**config.mk**
```make
export PLATFORM = sky130hd
export DESIGN_NAME = condlogic_mctx
export DESIGN_NICKNAME = d
export VERILOG_FILES = /design/src/rtl/cond_pkg.sv /design/src/rtl/cond_eval.sv /design/src/rtl/condlogic_mctx.sv
export SDC_FILE = /design/constraint.sdc
export NUM_CORES = 1
export LEC_CHECK = 0
export ABC_AREA = 0
export CORE_MARGIN = 5
export CORE_UTILIZATION = 50
export CTS_CLUSTER_SIZE = 16
export DETAILED_ROUTE_END_ITERATION = 8
export HOLD_SLACK_MARGIN = 0.02
export PLACE_DENSITY = 0.83
export SYNTH_ARGS = -nofsm -noshare
export SYNTH_HDL_FRONTEND = slang
export SYNTH_HIERARCHICAL = 1
export SYNTH_SLANG_ARGS = --single-unit
```
**constraint.sdc**
```tcl
create_clock -name clk -period 4.6 [get_ports clk]
set_input_delay 0.69 -clock clk [delete_from_list [all_inputs] [get_ports clk]]
set_output_delay 0.69 -clock clk [all_outputs]
set_load 0.01 [all_outputs]
```
**src/rtl/cond_pkg.sv**
```systemverilog
// Shared definitions for the ARM condition-logic blocks: condition codes,
// NZCV bit positions and the two flag-write groups.
package cond_pkg;

   typedef logic [3:0] flags_t;

   localparam logic [3:0] COND_EQ = 4'h0;
   localparam logic [3:0] COND_NE = 4'h1;
   localparam logic [3:0] COND_CS = 4'h2;
   localparam logic [3:0] COND_CC = 4'h3;
   localparam logic [3:0] COND_MI = 4'h4;
   localparam logic [3:0] COND_PL = 4'h5;
   localparam logic [3:0] COND_VS = 4'h6;
   localparam logic [3:0] COND_VC = 4'h7;
   localparam logic [3:0] COND_HI = 4'h8;
   localparam logic [3:0] COND_LS = 4'h9;
   localparam logic [3:0] COND_GE = 4'hA;
   localparam logic [3:0] COND_LT = 4'hB;
   localparam logic [3:0] COND_GT = 4'hC;
   localparam logic [3:0] COND_LE = 4'hD;
   localparam logic [3:0] COND_AL = 4'hE;
   localparam logic [3:0] COND_NV = 4'hF;

   localparam int FLAG_N = 3;
   localparam int FLAG_Z = 2;
   localparam int FLAG_C = 1;
   localparam int FLAG_V = 0;

   localparam logic [1:0] GRP_NZ = 2'b10;
   localparam logic [1:0] GRP_CV = 2'b01;

endpackage

```
**src/rtl/cond_eval.sv**
```systemverilog
// Purely combinational ARM condition evaluator: {Cond, NZCV} -> CondEx.
module cond_eval
   import cond_pkg::*;
#(
   parameter int NV_ALWAYS = 1
) (
   input  logic [3:0] Cond,
   input  flags_t     Flags,
   output logic       CondEx
);

   logic n, z, c, v;

   always_comb begin
      n = Flags[FLAG_N];
      z = Flags[FLAG_Z];
      c = Flags[FLAG_C];
      v = Flags[FLAG_V];
      case (Cond)
         COND_EQ: CondEx = z;
         COND_NE: CondEx = ~z;
         COND_CS: CondEx = c;
         COND_CC: CondEx = ~c;
         COND_MI: CondEx = n;
         COND_PL: CondEx = ~n;
         COND_VS: CondEx = v;
         COND_VC: CondEx = ~v;
         COND_HI: CondEx = c & ~z;
         COND_LS: CondEx = ~c | z;
         COND_GE: CondEx = (n == v);
         COND_LT: CondEx = (n != v);
         COND_GT: CondEx = ~z & (n == v);
         COND_LE: CondEx = z | (n != v);
         COND_AL: CondEx = 1'b1;
         COND_NV: CondEx = (NV_ALWAYS != 0);
         default: CondEx = 1'b0;
      endcase
   end

endmodule

```
**src/rtl/condlogic_mctx.sv**
```systemverilog
// Multi-context condition logic: per-context NZCV bank, one deferred flag
// write with forwarding, and registered gating of PC/Reg/Mem writes.
module condlogic_mctx
   import cond_pkg::*;
#(
   parameter  int NCTX      = 2,
   parameter  int NV_ALWAYS = 1,
   localparam int CTXW      = (NCTX > 1) ? $clog2(NCTX) : 1
) (
   input  logic            clk,
   input  logic            reset,
   input  logic [CTXW-1:0] Ctx,
   input  logic [3:0]      Cond,
   input  logic [3:0]      ALUFlags,
   input  logic [1:0]      FlagW,
   input  logic            CondCapture,
   input  logic            FlagCommit,
   input  logic            PCS,
   input  logic            NextPC,
   input  logic            RegW,
   input  logic            MemW,
   output logic            PCWrite,
   output logic            RegWrite,
   output logic            MemWrite,
   output logic            CondExQ,
   output logic            FlagPending,
   output logic [3:0]      CtxFlags
);

   flags_t          bank_flags [NCTX];
   flags_t          bank_rd;
   flags_t          eff_flags;
   logic            ctx_ok;
   logic            cond_ex;
   logic            commit;
   logic [1:0]      pend_we;

   logic            pend_valid_q, pend_valid_d;
   logic [CTXW-1:0] pend_ctx_q,   pend_ctx_d;
   logic [1:0]      pend_mask_q,  pend_mask_d;
   flags_t          pend_data_q,  pend_data_d;
   logic            cond_exq_q,   cond_exq_d;

   assign ctx_ok = (int'(Ctx) < NCTX);
   // Any capture retires the outstanding write so it can never be overwritten.
   assign commit = pend_valid_q & (FlagCommit | CondCapture);

   for (genvar gi = 0; gi < NCTX; gi++) begin : g_bank
      flags_t entry_q, entry_d;

      always_comb begin
         entry_d = entry_q;
         if (commit && pend_ctx_q == CTXW'(gi)) begin
            if ((pend_mask_q & GRP_NZ) != 2'b00) begin
               entry_d[FLAG_N] = pend_data_q[FLAG_N];
               entry_d[FLAG_Z] = pend_data_q[FLAG_Z];
            end
            if ((pend_mask_q & GRP_CV) != 2'b00) begin
               entry_d[FLAG_C] = pend_data_q[FLAG_C];
               entry_d[FLAG_V] = pend_data_q[FLAG_V];
            end
         end
      end

      always_ff @(posedge clk) begin
         if (reset) entry_q <= '0;
         else       entry_q <= entry_d;
      end

      assign bank_flags[gi] = entry_q;
   end

   always_comb begin
      bank_rd = '0;
      for (int i = 0; i < NCTX; i++) begin
         if (Ctx == CTXW'(i)) bank_rd = bank_flags[i];
      end
   end

   always_comb begin
      eff_flags = bank_rd;
      if (pend_valid_q && ctx_ok && pend_ctx_q == Ctx) begin
         if ((pend_mask_q & GRP_NZ) != 2'b00) begin
            eff_flags[FLAG_N] = pend_data_q[FLAG_N];
            eff_flags[FLAG_Z] = pend_data_q[FLAG_Z];
         end
         if ((pend_mask_q & GRP_CV) != 2'b00) begin
            eff_flags[FLAG_C] = pend_data_q[FLAG_C];
            eff_flags[FLAG_V] = pend_data_q[FLAG_V];
         end
      end
   end

   cond_eval #(.NV_ALWAYS(NV_ALWAYS)) u_eval (
      .Cond   (Cond),
      .Flags  (eff_flags),
      .CondEx (cond_ex)
   );

   always_comb begin
      pend_we      = FlagW & {2{cond_ex & ctx_ok}};
      pend_valid_d = pend_valid_q & ~commit;
      pend_ctx_d   = pend_ctx_q;
      pend_mask_d  = pend_mask_q;
      pend_data_d  = pend_data_q;
      cond_exq_d   = cond_exq_q;
      if (CondCapture) begin
         cond_exq_d   = cond_ex;
         pend_valid_d = |pend_we;
         pend_mask_d  = pend_we;
         pend_data_d  = ALUFlags;
         pend_ctx_d   = Ctx;
      end
   end

   always_ff @(posedge clk) begin
      if (reset) begin
         pend_valid_q <= 1'b0;
         pend_ctx_q   <= '0;
         pend_mask_q  <= '0;
         pend_data_q  <= '0;
         cond_exq_q   <= 1'b0;
      end else begin
         pend_valid_q <= pend_valid_d;
         pend_ctx_q   <= pend_ctx_d;
         pend_mask_q  <= pend_mask_d;
         pend_data_q  <= pend_data_d;
         cond_exq_q   <= cond_exq_d;
      end
   end

   assign CondExQ     = cond_exq_q;
   assign FlagPending = pend_valid_q;
   assign CtxFlags    = eff_flags;
   assign RegWrite    = RegW & cond_exq_q;
   assign MemWrite    = MemW & cond_exq_q;
   assign PCWrite     = (PCS & cond_exq_q) | NextPC;

endmodule

```
; After elaboration in Yosys (flattened, before gate mapping)
; Index checks and enable logic that the tools add are counted.
[op_classes]
n_eq_ne = 18
muxes = 6
n_bitwise = 18
reduce_logical = 10
[op_table]
columns = operator, count
row1 = == test 4 bit (second input constant), 8
row2 = == test 4 x 3 -> 1 bit (second input constant), 4
row3 = one-hot mux 1 bit (15 select lines), 1
row4 = == test 4 x 2 -> 1 bit (second input constant), 2
row5 = two-way mux 4 bit, 2
row6 = AND reduction 2 bit, 4
row7 = AND 1 bit, 7
row8 = NOT 1 bit, 6
row9 = == test 4 x 1 -> 1 bit (second input constant), 1
row10 = logical NOT 4 bit, 1
row11 = two-way mux 2 bit, 2
row12 = bitwise OR 1 bit, 4
row13 = OR reduction 2 bit, 2
row14 = logical AND 1 bit, 3
row15 = AND 2 bit, 1
row16 = == test 1 bit, 2
row17 = two-way mux 1 bit, 1
row18 = inequality test 1 bit, 1
[word_totals]
ff_bits = 17
inputBits = 19

; Logic depth before layout (Yosys ltp)
[logic_depth]
word_depth = 9
mapped_depth = 11
ltp_nobuf = 10

; Hierarchy
; Netlist, hierarchy kept.
[by_module_without_submodules]
columns = module, n_inst, cells_each, area_per_inst_um2, seq_area_each_um2
row1 = condlogic_mctx, 1, 84, 808.3, 340.3
row2 = cond_eval, 1, 29, 201.4, 0.0

; Worst setup path after synthesis
; Ideal clock, no wire load.
[synth_timing]
path_type = input to register
startpoint = input port Ctx
endpoint = register pend_valid_q, in the netlist FlagPending
t_arrival_ns = 2.577
required_time_ns = 4.529
path_slack_ns = 1.953
stages = 11
n_path_buf = 1
cell_sequence = buf_2 > xor2_1 > nor2_1 > mux2_2 > xor2_1 > or4_1 > nand2_1 > a22oi_1 > o21ai_1 > o211ai_1 > a21oi_1
[synth_via]
elab_chain_cells = 9
word_cells_on_any_way = 20
cone_classes = eq/ne: 3 / mux: 6 / bitwise: 9 / reduce/logical: 2
[synth_rtl]
columns = item, line_no
row1 = "start, declared", condlogic_mctx.sv:12  ; input logic [CTXW-1:0] Ctx,
row2 = two-way mux 4 bit / == test 1 bit (equally long branches), "condlogic_mctx.sv:76, condlogic_mctx.sv:82"
row3 = two-way mux 2 bit / logical AND 1 bit (equally long branches), "condlogic_mctx.sv:87, condlogic_mctx.sv:82"
row4 = two-way mux 4 bit *, condlogic_mctx.sv:82  ; if (pend_valid_q && ctx_ok && pend_ctx_q == Ctx) begin
row5 = named net CtxFlags[0], condlogic_mctx.sv:27  ; output logic [3:0] CtxFlags
row6 = inequality test 1 bit / == test 1 bit (equally long branches), --
row7 = bitwise OR 1 bit / AND 1 bit (equally long branches), "cond_eval.sv:33, cond_eval.sv:32"
row8 = one-hot mux 1 bit (15 select lines) *, cond_eval.sv:19  ; case (Cond)
row9 = named net cond_ex, condlogic_mctx.sv:34  ; logic cond_ex;
row10 = AND 2 bit *, condlogic_mctx.sv:101  ; pend_we = FlagW & {2{cond_ex & ctx_ok}};
row11 = OR reduction 2 bit *, condlogic_mctx.sv:109  ; pend_valid_d = |pend_we;
row12 = two-way mux 1 bit *, condlogic_mctx.sv:107  ; if (CondCapture) begin
row13 = "end signal, assigned", condlogic_mctx.sv:124  ; pend_valid_q <= pend_valid_d;
row14 = "end, declared", condlogic_mctx.sv:38  ; logic pend_valid_q, pend_valid_d;
; The timed path passes the listed nets; every way through them passes the cells marked *.
; A chain may end at the register's enable or synchronous reset.

; Worst setup path in the final report
[layout_timing]
startpoint = input port Ctx
endpoint = output port CtxFlags[3]
[layout_via]
elab_chain_cells = 3
word_cells_on_any_way = 5
cone_classes = eq/ne: 1 / mux: 3 / reduce/logical: 1
[layout_rtl]
columns = item, line_no
row1 = two-way mux 4 bit / == test 1 bit (equally long branches), "condlogic_mctx.sv:76, condlogic_mctx.sv:82"
row2 = two-way mux 2 bit / logical AND 1 bit (equally long branches), "condlogic_mctx.sv:83, condlogic_mctx.sv:82"
row3 = two-way mux 4 bit *, condlogic_mctx.sv:82
row4 = "end, declared", condlogic_mctx.sv:27
; Every way passes the cells marked *; elsewhere a longest branch is shown, timed or not.

==> summary.md <==
| Metric | Value |
|---|---|
| Drt first pass iters | 4 |
| # resized after CTS | 0 |
| Total core area | 0.00194 sq mm |
| Leak | 0.497 nW |
| Routability Congestion | 0.853 |
| DR iter-0 viols | 12 |
| Final clock skew | roughly 0.0046 ns |
| Number of vias per cell | 5.62 |
| Crit-path max FO | 7 |
| Reg2reg end | FlagPending |
| Fin util | 66.9% |
| DR WL/cell | 14.2 microns |
| Normalized max-slew margin | 56.1% |
| WHS Endpoint | g_bank[0].entry_q[1] |
| RSZ-0062 raised after global routing | false |
| Post-Syn Area | 0.00101 sq mm |
| Critical path arrival | around 2.6 ns |
| Die width | roughly 55 microns |
| HPWL Detailed | 1.75 mm |
| Power Dens Cells | 228 mW/mm^2 |
| WL final | 2.32 mm |
| CTS tree | yes |
| I/O Buffers | 27 |
| Clk sinks | 17 |
| I/O pins | 28 |
| Hold Crit Depth | 2 |
| Slew Viols, Final | 0 |
| Dpl cells | 160 |
| CTS max path bufs | 2 |
| Core Rows | 16 |
| First-pass GRT wire length | between 3 and 4 mm |
| Worst min path class | reg2reg |
| Most frequent CP cell | clkdlybuf4s50_1 |
| Placed instance area | 0.00127 sq mm |
| Max frequency | 0.307 GHz |
| HP Start | g_bank[0].entry_q[1] |
| Final setup viols | 0 |
| Grt total ovfl | 0 |
| Yosys reg bits | 17 |
| Critical Path RT | 3.91 ns |
| Crit path launch type | input port |
| Post-route DRC | 0 |
| N_diodes | 0 |
| Synth cell types | 37 |
| Reg-to-reg setup timing slack | between 2 and 2.5 ns |
| Status | completed |
| Routed vias | a little over 900 |
| Max stage delay cell, worst path | clkdlybuf4s50_1 |
| Reg2Reg Depth | 10 |
| Crit-path cells | clkdlybuf4s50_1 -> xor2_1 -> nor2_1 -> mux2_2 -> clkdlybuf4s50_1 |
| Largest net degree at the start of global routing | 21 |
| Final nets | 157 |
| Postcts setup bufs | 0 |
| Cell family with most CP delay | buffers and inverters |
| Fin area | 0.00130 sq mm |
| All-Layer GR Usage | between 10% and 20% |
| Worst-margin pin slew | 0.657 ns |
| Crit Reg-Reg Startpoint | pend_ctx_q |
| Crit Path Category | in2out |
| Mean Syn Cell Area | 8.94 sq um |
| Post-synthesis sequential area ratio | between 30 and 40% |
| Max H-tree Level | 1 |
| Crit share post-route | 70.9% |
| Initial antenna violation count | 0 |
| Post-Layout Cell Count | approximately 160 |
| Cells after synthesis | 113 |
| Area grow syn2layout | 28.7% |
| Die Area | 0.00302 sq mm |
| Hold_buf cts | 0 |
| Die H | 54.9 microns |
| Clk root buf | clkbuf_4 |
| Latest clock arrival within the worst-skew pair | 0.30 ns |
| Syn Nets | 132 |
| Max-cap violations | 0 |
| Critical path buffer and inverter count | 2 |
| Vias in the first global route | 876 |
| Initial Utilization | 52.0% |
| Routed Antenna Nets | 0 |
| Peak VDD IR | 0.000154 V |
| TritonCTS buffer count | 3 |
| Reg clk slew, reported paths | 0.10 ns |
| Final Hold Fails | 0 |
| Slowest stage delay, CP | 0.55 ns |
| Critical Path Sink Type | output pin |
| Min Tclk post-route | ~3.3 ns |
| Syn. warnings | 6 |
| Ratio of cells with drive above 1 in the final layout | 12.4% |
| Fin Setup TNS | 0 ns |
## how the worst max path moves through the flow
| stage | from | to | slack, ns | cells past startpoint |
|---|---|---|---|---|
| 6_report | Ctx | CtxFlags[3] | 1.34 | 5 |
| 5_1_grt | Ctx | CtxFlags[3] | 1.29 | 5 |
| 4_1_cts | Ctx | CtxFlags[3] | 1.34 | 5 |
| 3_5_place_dp | Ctx | FlagPending | 1.26 | 11 |
| 3_3_place_gp | Ctx | FlagPending | 1.38 | 11 |
| 2_1_floorplan | Ctx | FlagPending | 1.95 | 11 |
## state kept, by name (all words and copies together), names as in the netlist
signal,flops
pend_ctx_q,1
CondExQ,1
pend_data_q,4
g_bank.entry_q,8
FlagPending,1
pend_mask_q,2
## routing by layer
layer | GRT usage, % | wire [microns] | up-vias
met5 | 0 | 0 | -
met4 | 9.72 | 86 | 0
met1 | 19.6 | 1050 | 428
met3 | 4.29 | 121 | 10
li1 | - | - | 449
met2 | 28.3 | 1070 | 34
## cells in the mapped netlist
cell / number / area, sq um
buf_4: 1 / 7.51
or3b_2: 1 / 8.76
nand2b_1: 9 / 56.3
buf_6: 1 / 11.3
nand3_1: 2 / 10.0
o2111ai_1: 2 / 17.5
and2b_1: 1 / 7.51
a21oi_1: 7 / 35.0
or4b_1: 1 / 10.0
a22oi_2: 1 / 12.5
mux2_2: 8 / 90.1
a221o_2: 1 / 11.3
and3_1: 1 / 6.26
nor2b_1: 2 / 12.5
xor2_1: 2 / 17.5
o21ai_1: 1 / 5.00
o22ai_1: 1 / 6.26
dfxtp_1: 17 / 340
mux2i_1: 10 / 100
buf_2: 3 / 15.0
a21o_1: 1 / 7.51
or4_1: 1 / 7.51
o211ai_1: 1 / 7.51
nand2_1: 3 / 11.3
clkbuf_1: 2 / 7.51
nand2_2: 1 / 6.26
nor2_1: 12 / 45.0
nor3_1: 2 / 10.0
nand3b_1: 3 / 22.5
a22oi_1: 1 / 7.51
xnor2_1: 3 / 26.3
a311oi_1: 1 / 8.76
and2_1: 2 / 12.5
inv_2: 1 / 3.75
and3b_1: 2 / 17.5
o21ai_0: 4 / 20.0
o31ai_1: 1 / 7.51
## worst register-to-register path, delay by kind of cell, from the launching register on
family / cells / cell delay (ns)
AOI/OAI and AO/OA: 4 / 0.57
xor gates and xnor gates: 2 / 0.30
DFF: 1 / 0.50
muxes: 1 / 0.40
and+or+nand+nor: 3 / 0.73
## final cells by class
type	count	area, sq um
inverters	1	3.75
repair buffers	27	270
clock inverters	1	5.00
flip-flops and latches	17	340
clock buffers	3	22.5
multi-input cells	88	624
well taps	27	33.8
fillers	178	642
## through the flow
| stage | total power [W] | setup slack, ns | hold slack [ns] |
|---|---|---|---|
| 2_1_floorplan | 0.000190 | 1.95 | 0.446 |
| 3_5_place_dp | 0.000216 | 1.26 | 0.467 |
| 3_3_place_gp | 0.000214 | 1.38 | 0.455 |
| 5_1_grt | 0.000308 | 1.29 | 0.509 |
| 4_1_cts | 0.000297 | 1.34 | 0.480 |
| 6_report | 0.000296 | 1.34 | 0.479 |
## where the power goes
group,leakage [nW],internal [W],total [W],switching (W)
sequential,0.138,0.000152,0.000157,0.00000521
combinational,0.341,0.0000320,0.0000559,0.0000239
clock,0.0177,0.0000324,0.0000832,0.0000508
total,0.497,0.000216,0.000296,0.0000799
## cell families after synthesis
logic type | Yosys count | share of synthesized area, %
AND/OR/NAND/NOR | 43 | 24.2
AO/OA/AOI/OAI | 22 | 14.5
multiplexers | 18 | 18.8
flip-flops | 17 | 33.7
buffers and inverters | 8 | 4.46
XOR/XNOR | 5 | 4.34
## layout by cell type, fill, tap and decap left out, drive strengths merged, types with 2 or more instances in the layout
cell type      instances
a21oi                  7
a22oi                  2
and2                   2
and3b                  2
clkbuf                 3
clkdlybuf4s50         27
dfxtp                 17
mux2                   8
mux2i                 10
nand2                  4
nand2b                 9
nand3                  2
nand3b                 3
nor2                  12
nor2b                  2
nor3                   2
o2111ai                2
o21ai                  5
xnor2                  3
xor2                   2
No activity file was read; power rests on OpenSTA's default activity.
==> RTL change 1, RTL diff (same settings) <==
The parameter `NCTX` goes from 2 to 1.
--- a/src/rtl/condlogic_mctx.sv
+++ b/src/rtl/condlogic_mctx.sv
@@ -4,5 +4,5 @@
    import cond_pkg::*;
 #(
-   parameter  int NCTX      = 2,
+   parameter  int NCTX      = 1,
    parameter  int NV_ALWAYS = 1,
    localparam int CTXW      = (NCTX > 1) ? $clog2(NCTX) : 1
Check against the original RTL: not equivalent (Yosys sat finds a counterexample within 4 cycles, from zero or initial values and one cycle with reset high).
==> RTL change 1 against the unedited design <==
Cell count shrank 18%. Routed wire length shrank 22%. Critical endpoint unchanged. Clock skew grew 1.0 ps. Count of clock-buffer cells in the layout is the same. Critical path type unchanged. Synthesized area shrank 16%. Power shrank 18%. Design area shrank 13%. Sequential cell count shrank 4. Critical path depth shrank 2. Setup slack gained 350 ps.
==> RTL change 1: results (changes against the unedited design) <==
metric	value	unit	change
syn-num-nets	111		was 132
routed_wl	1810	um	was 2320 um
drt_iter0_drc	13		was 12
p_switching	0.0629	mW	was 0.0799 mW
grt.met1_usage	16.3	%	was 19.6%
leakage	0.510	nW	was 0.497 nW
wl_met3	145	um	was 121 um
grt_pass1_vias	659		was 876
routabilityCongestion	0.711		was 0.853
ys.flop_type	dfxtp_1		unchanged
clk-insertion-delay-late	280	ps	was 300 ps
cp.arrival	2220	ps	was 2570 ps
yosys-top-cells-area	dfxtp_1, mux2i_1, nand2b_1, nor2_1, nand3b_4		was dfxtp_1, mux2i_1, mux2_2, nand2b_1, nor2_1
drive_gt1_share	10.1	%	was 12.4%
nets	139		was 157
yosysWarnings	6		unchanged
grt_max_degree	18		was 21
path_clk_slew	80	ps	was 100 ps
tightest_slew	547	ps	was 657 ps
ys_seq_area_share	30.8	%	was 33.7%
status	completed		unchanged
netlist_instances	92		was 113
io_buffers	27		unchanged
antenna_cells	0		unchanged
grtUsageMet3	6.69	%	was 4.29%
met1_length	787	um	was 1050 um
peakVddDrop	0.205	mV	was 0.154 mV
placed_cells	131		was 160
detail_route.wl_per_cell	13.4	um	was 14.2 um
avgViaCountPerCell	5.42		was 5.62
netlist_top_cells_count	mux2i_1, dfxtp_1, nor2_1, nand2b_1, a21oi_1		was dfxtp_1, nor2_1, mux2i_1, nand2b_1, mux2_2
grt_usage	14.4	%	was 17.0%
wl_met2	866	um	was 1070 um
gr-usage-met2	24.9	%	was 28.3%
dp_hpwl	1440	um	was 1750 um
grt_pass1_wl	2850	um	was 3640 um
fin_worst_skew	5.57	ps	was 4.58 ps
synth.distinct_cells	31		was 37
[RTL change 1: area by class of cell]
cell class	count	area (um2)
tap	16	20.0
sequential	13	260
clock buffer	3	22.5
fill	127	432
timing repair buffer	27	270
inverter	1	3.75
multi-input combinational	74	546
clock inverter	1	5.00
[RTL change 1: final timing paths]
kind | start | endpoint | slack, ps | cells after the start
min | bank_flags[3] | bank_flags[3] | 480 | 2
max reg2reg | FlagPending | FlagPending | 2370 | 10
min reg2reg | bank_flags[3] | bank_flags[3] | 480 | 2
max | Ctx | CtxFlags[3] | 1690 | 3
[RTL change 1: worst max-delay path: stages]
cell and delay [ps]:
clkdlybuf4s50_1 520, nor2_1 390, clkdlybuf4s50_1 620
[RTL change 1: power groups by stage]
stage | combinational (mW) | sequential [mW] | clock (mW)
floorplan | 0.0272 | 0.123 | 0
global placement | 0.0502 | 0.123 | 0
detailed placement | 0.0514 | 0.124 | 0
CTS | 0.0517 | 0.121 | 0.0740
global route | 0.0553 | 0.122 | 0.0808
finish | 0.0514 | 0.121 | 0.0705
[RTL change 1: logic make-up (layout without fill, tap and decap cells)]
family | Yosys count | after routing | share of synthesized area [%]
AO/OA/AOI/OAI | 14 | 14 | 11.3
XOR/XNOR | 4 | 4 | 4.15
buffers and inverters | 5 | 32 | 4.59
flip-flops | 13 | 13 | 30.8
multiplexers | 14 | 14 | 16.6
AND/OR/NAND/NOR | 42 | 42 | 32.6
[RTL change 1: metrics by stage]
stage                     instance area, um2  hold slack [ps]  power, mW  setup WS (ps)  util, %
after floorplan                          845              448      0.150           2470        -
after global placement                  1100              459      0.174           1730     70.5
after detailed placement                1100              468      0.175           1690     70.5
after CTS                               1130              487      0.247           1690     72.3
after global routing                    1130              502      0.258           1630     72.3
final                                   1130              482      0.243           1690     72.3
==> RTL change 2, RTL diff (same settings) <==
Made on the original files. Reset style: asynchronous (`reset`), changed in 2 clocked blocks.
--- a/src/rtl/condlogic_mctx.sv
+++ b/src/rtl/condlogic_mctx.sv
@@ -63,5 +63,5 @@
       end
 
-      always_ff @(posedge clk) begin
+      always_ff @(posedge clk or posedge reset) begin
          if (reset) entry_q <= '0;
          else       entry_q <= entry_d;
@@ -114,5 +114,5 @@
    end
 
-   always_ff @(posedge clk) begin
+   always_ff @(posedge clk or posedge reset) begin
       if (reset) begin
          pend_valid_q <= 1'b0;
Function: differs if reset is asserted again (counterexample within 4 cycles, from zero or initial values and one cycle with reset high); with reset held inactive, the same outputs for 10 cycles.
==> RTL change 2 against the unedited design <==
Setup slack better by 47 ps. Synthesized cell count down 19%. Sequential cell count stayed put. Critical path depth did not move. Design area up 2.7%. Routed wire length shrank 7.5%. Synthesized area is 2.4% higher. Critical path type unchanged.
Power is not compared: it rests on default switching activity, and its combinational part moved more than twofold at a synthesized area within 25%.
==> RTL change 2: results (changes against the unedited design) <==
metric	value	unit	change
status	completed		unchanged
cp.arrival	2530	ps	was 2570 ps
yosys-top-cells-area	dfrtp_1, mux2_2, mux2_4, xnor2_1, o21ai_0		was dfxtp_1, mux2i_1, mux2_2, nand2b_1, nor2_1
synth_compound_area_share	12.0	%	was 14.5%
clock_area_share	1.97	%	was 2.12%
dp_hpwl	1750	um	about the same
grt_pass1_vias	771		was 876
multi_input_area_share	42.3	%	was 48.0%
wl_met2	1140	um	was 1070 um
final_util	68.0	%	was 66.9%
n_fill_cell	165		was 178
drive_gt1_share	25.4	%	was 12.4%
nNonClkInverters	4		was 1
preCtsSetupSlack	1370	ps	was 1260 ps
avgViaCountPerCell	5.46		was 5.62
clk-insertion-delay-late	280	ps	was 300 ps
grt_usage	14.6	%	was 17.0%
nonClkBufAreaFrac	20.2	%	was 20.8%
met1_length	890	um	was 1050 um
drt_iter0_drc	13		was 12
synth.distinct_cells	33		was 37
synth_xor_area_share	4.24	%	was 4.34%
fin_cells	145		was 164
grtUsageMet3	3.03	%	was 4.29%
routed_wl	2150	um	was 2320 um
netlist_top_cells_count	mux2_2, dfrtp_1, o21ai_0, mux2_4, xnor2_1		was dfxtp_1, nor2_1, mux2i_1, nand2b_1, mux2_2
fin_worst_skew	1.69	ps	was 4.58 ps
clockBufferCount	4		was 3
num-multi-input-gates	66		was 88
routabilityCongestion	0.787		was 0.853
grt_pass1_wl	3660	um	was 3640 um
core	1960	um2	was 1940 um2
grt_max_degree	18		was 21
gr-usage-met2	25.7	%	was 28.3%
==> RTL change 2: changes by cell type after synthesis, sizes merged, moves of 3 or more <==
cell    delta
a21oi      -4
dfrtp     +17
dfxtp     -17
inv        +3
mux2      +14
mux2i     -10
nand2b     -7
nand3b     -3
nor2      -10
==> RTL change 2: path summary, 6_finish.rpt <==
| kind | cells past startpoint | end | slack, ps | startpoint |
|---|---|---|---|---|
| setup / recovery | 5 | CtxFlags[3] | 1380 | Ctx |
| max in group asynchronous | 2 | pend_data_q[2] | 3440 | reset |
| min in group asynchronous | 2 | g_bank[0].entry_q[2] | 770 | reset |
| setup reg to reg | 9 | CondExQ | 2180 | pend_ctx_q |
| hold reg to reg | 1 | g_bank[0].entry_q[3] | 510 | g_bank[0].entry_q[3] |
| hold / removal | 1 | g_bank[0].entry_q[3] | 510 | g_bank[0].entry_q[3] |
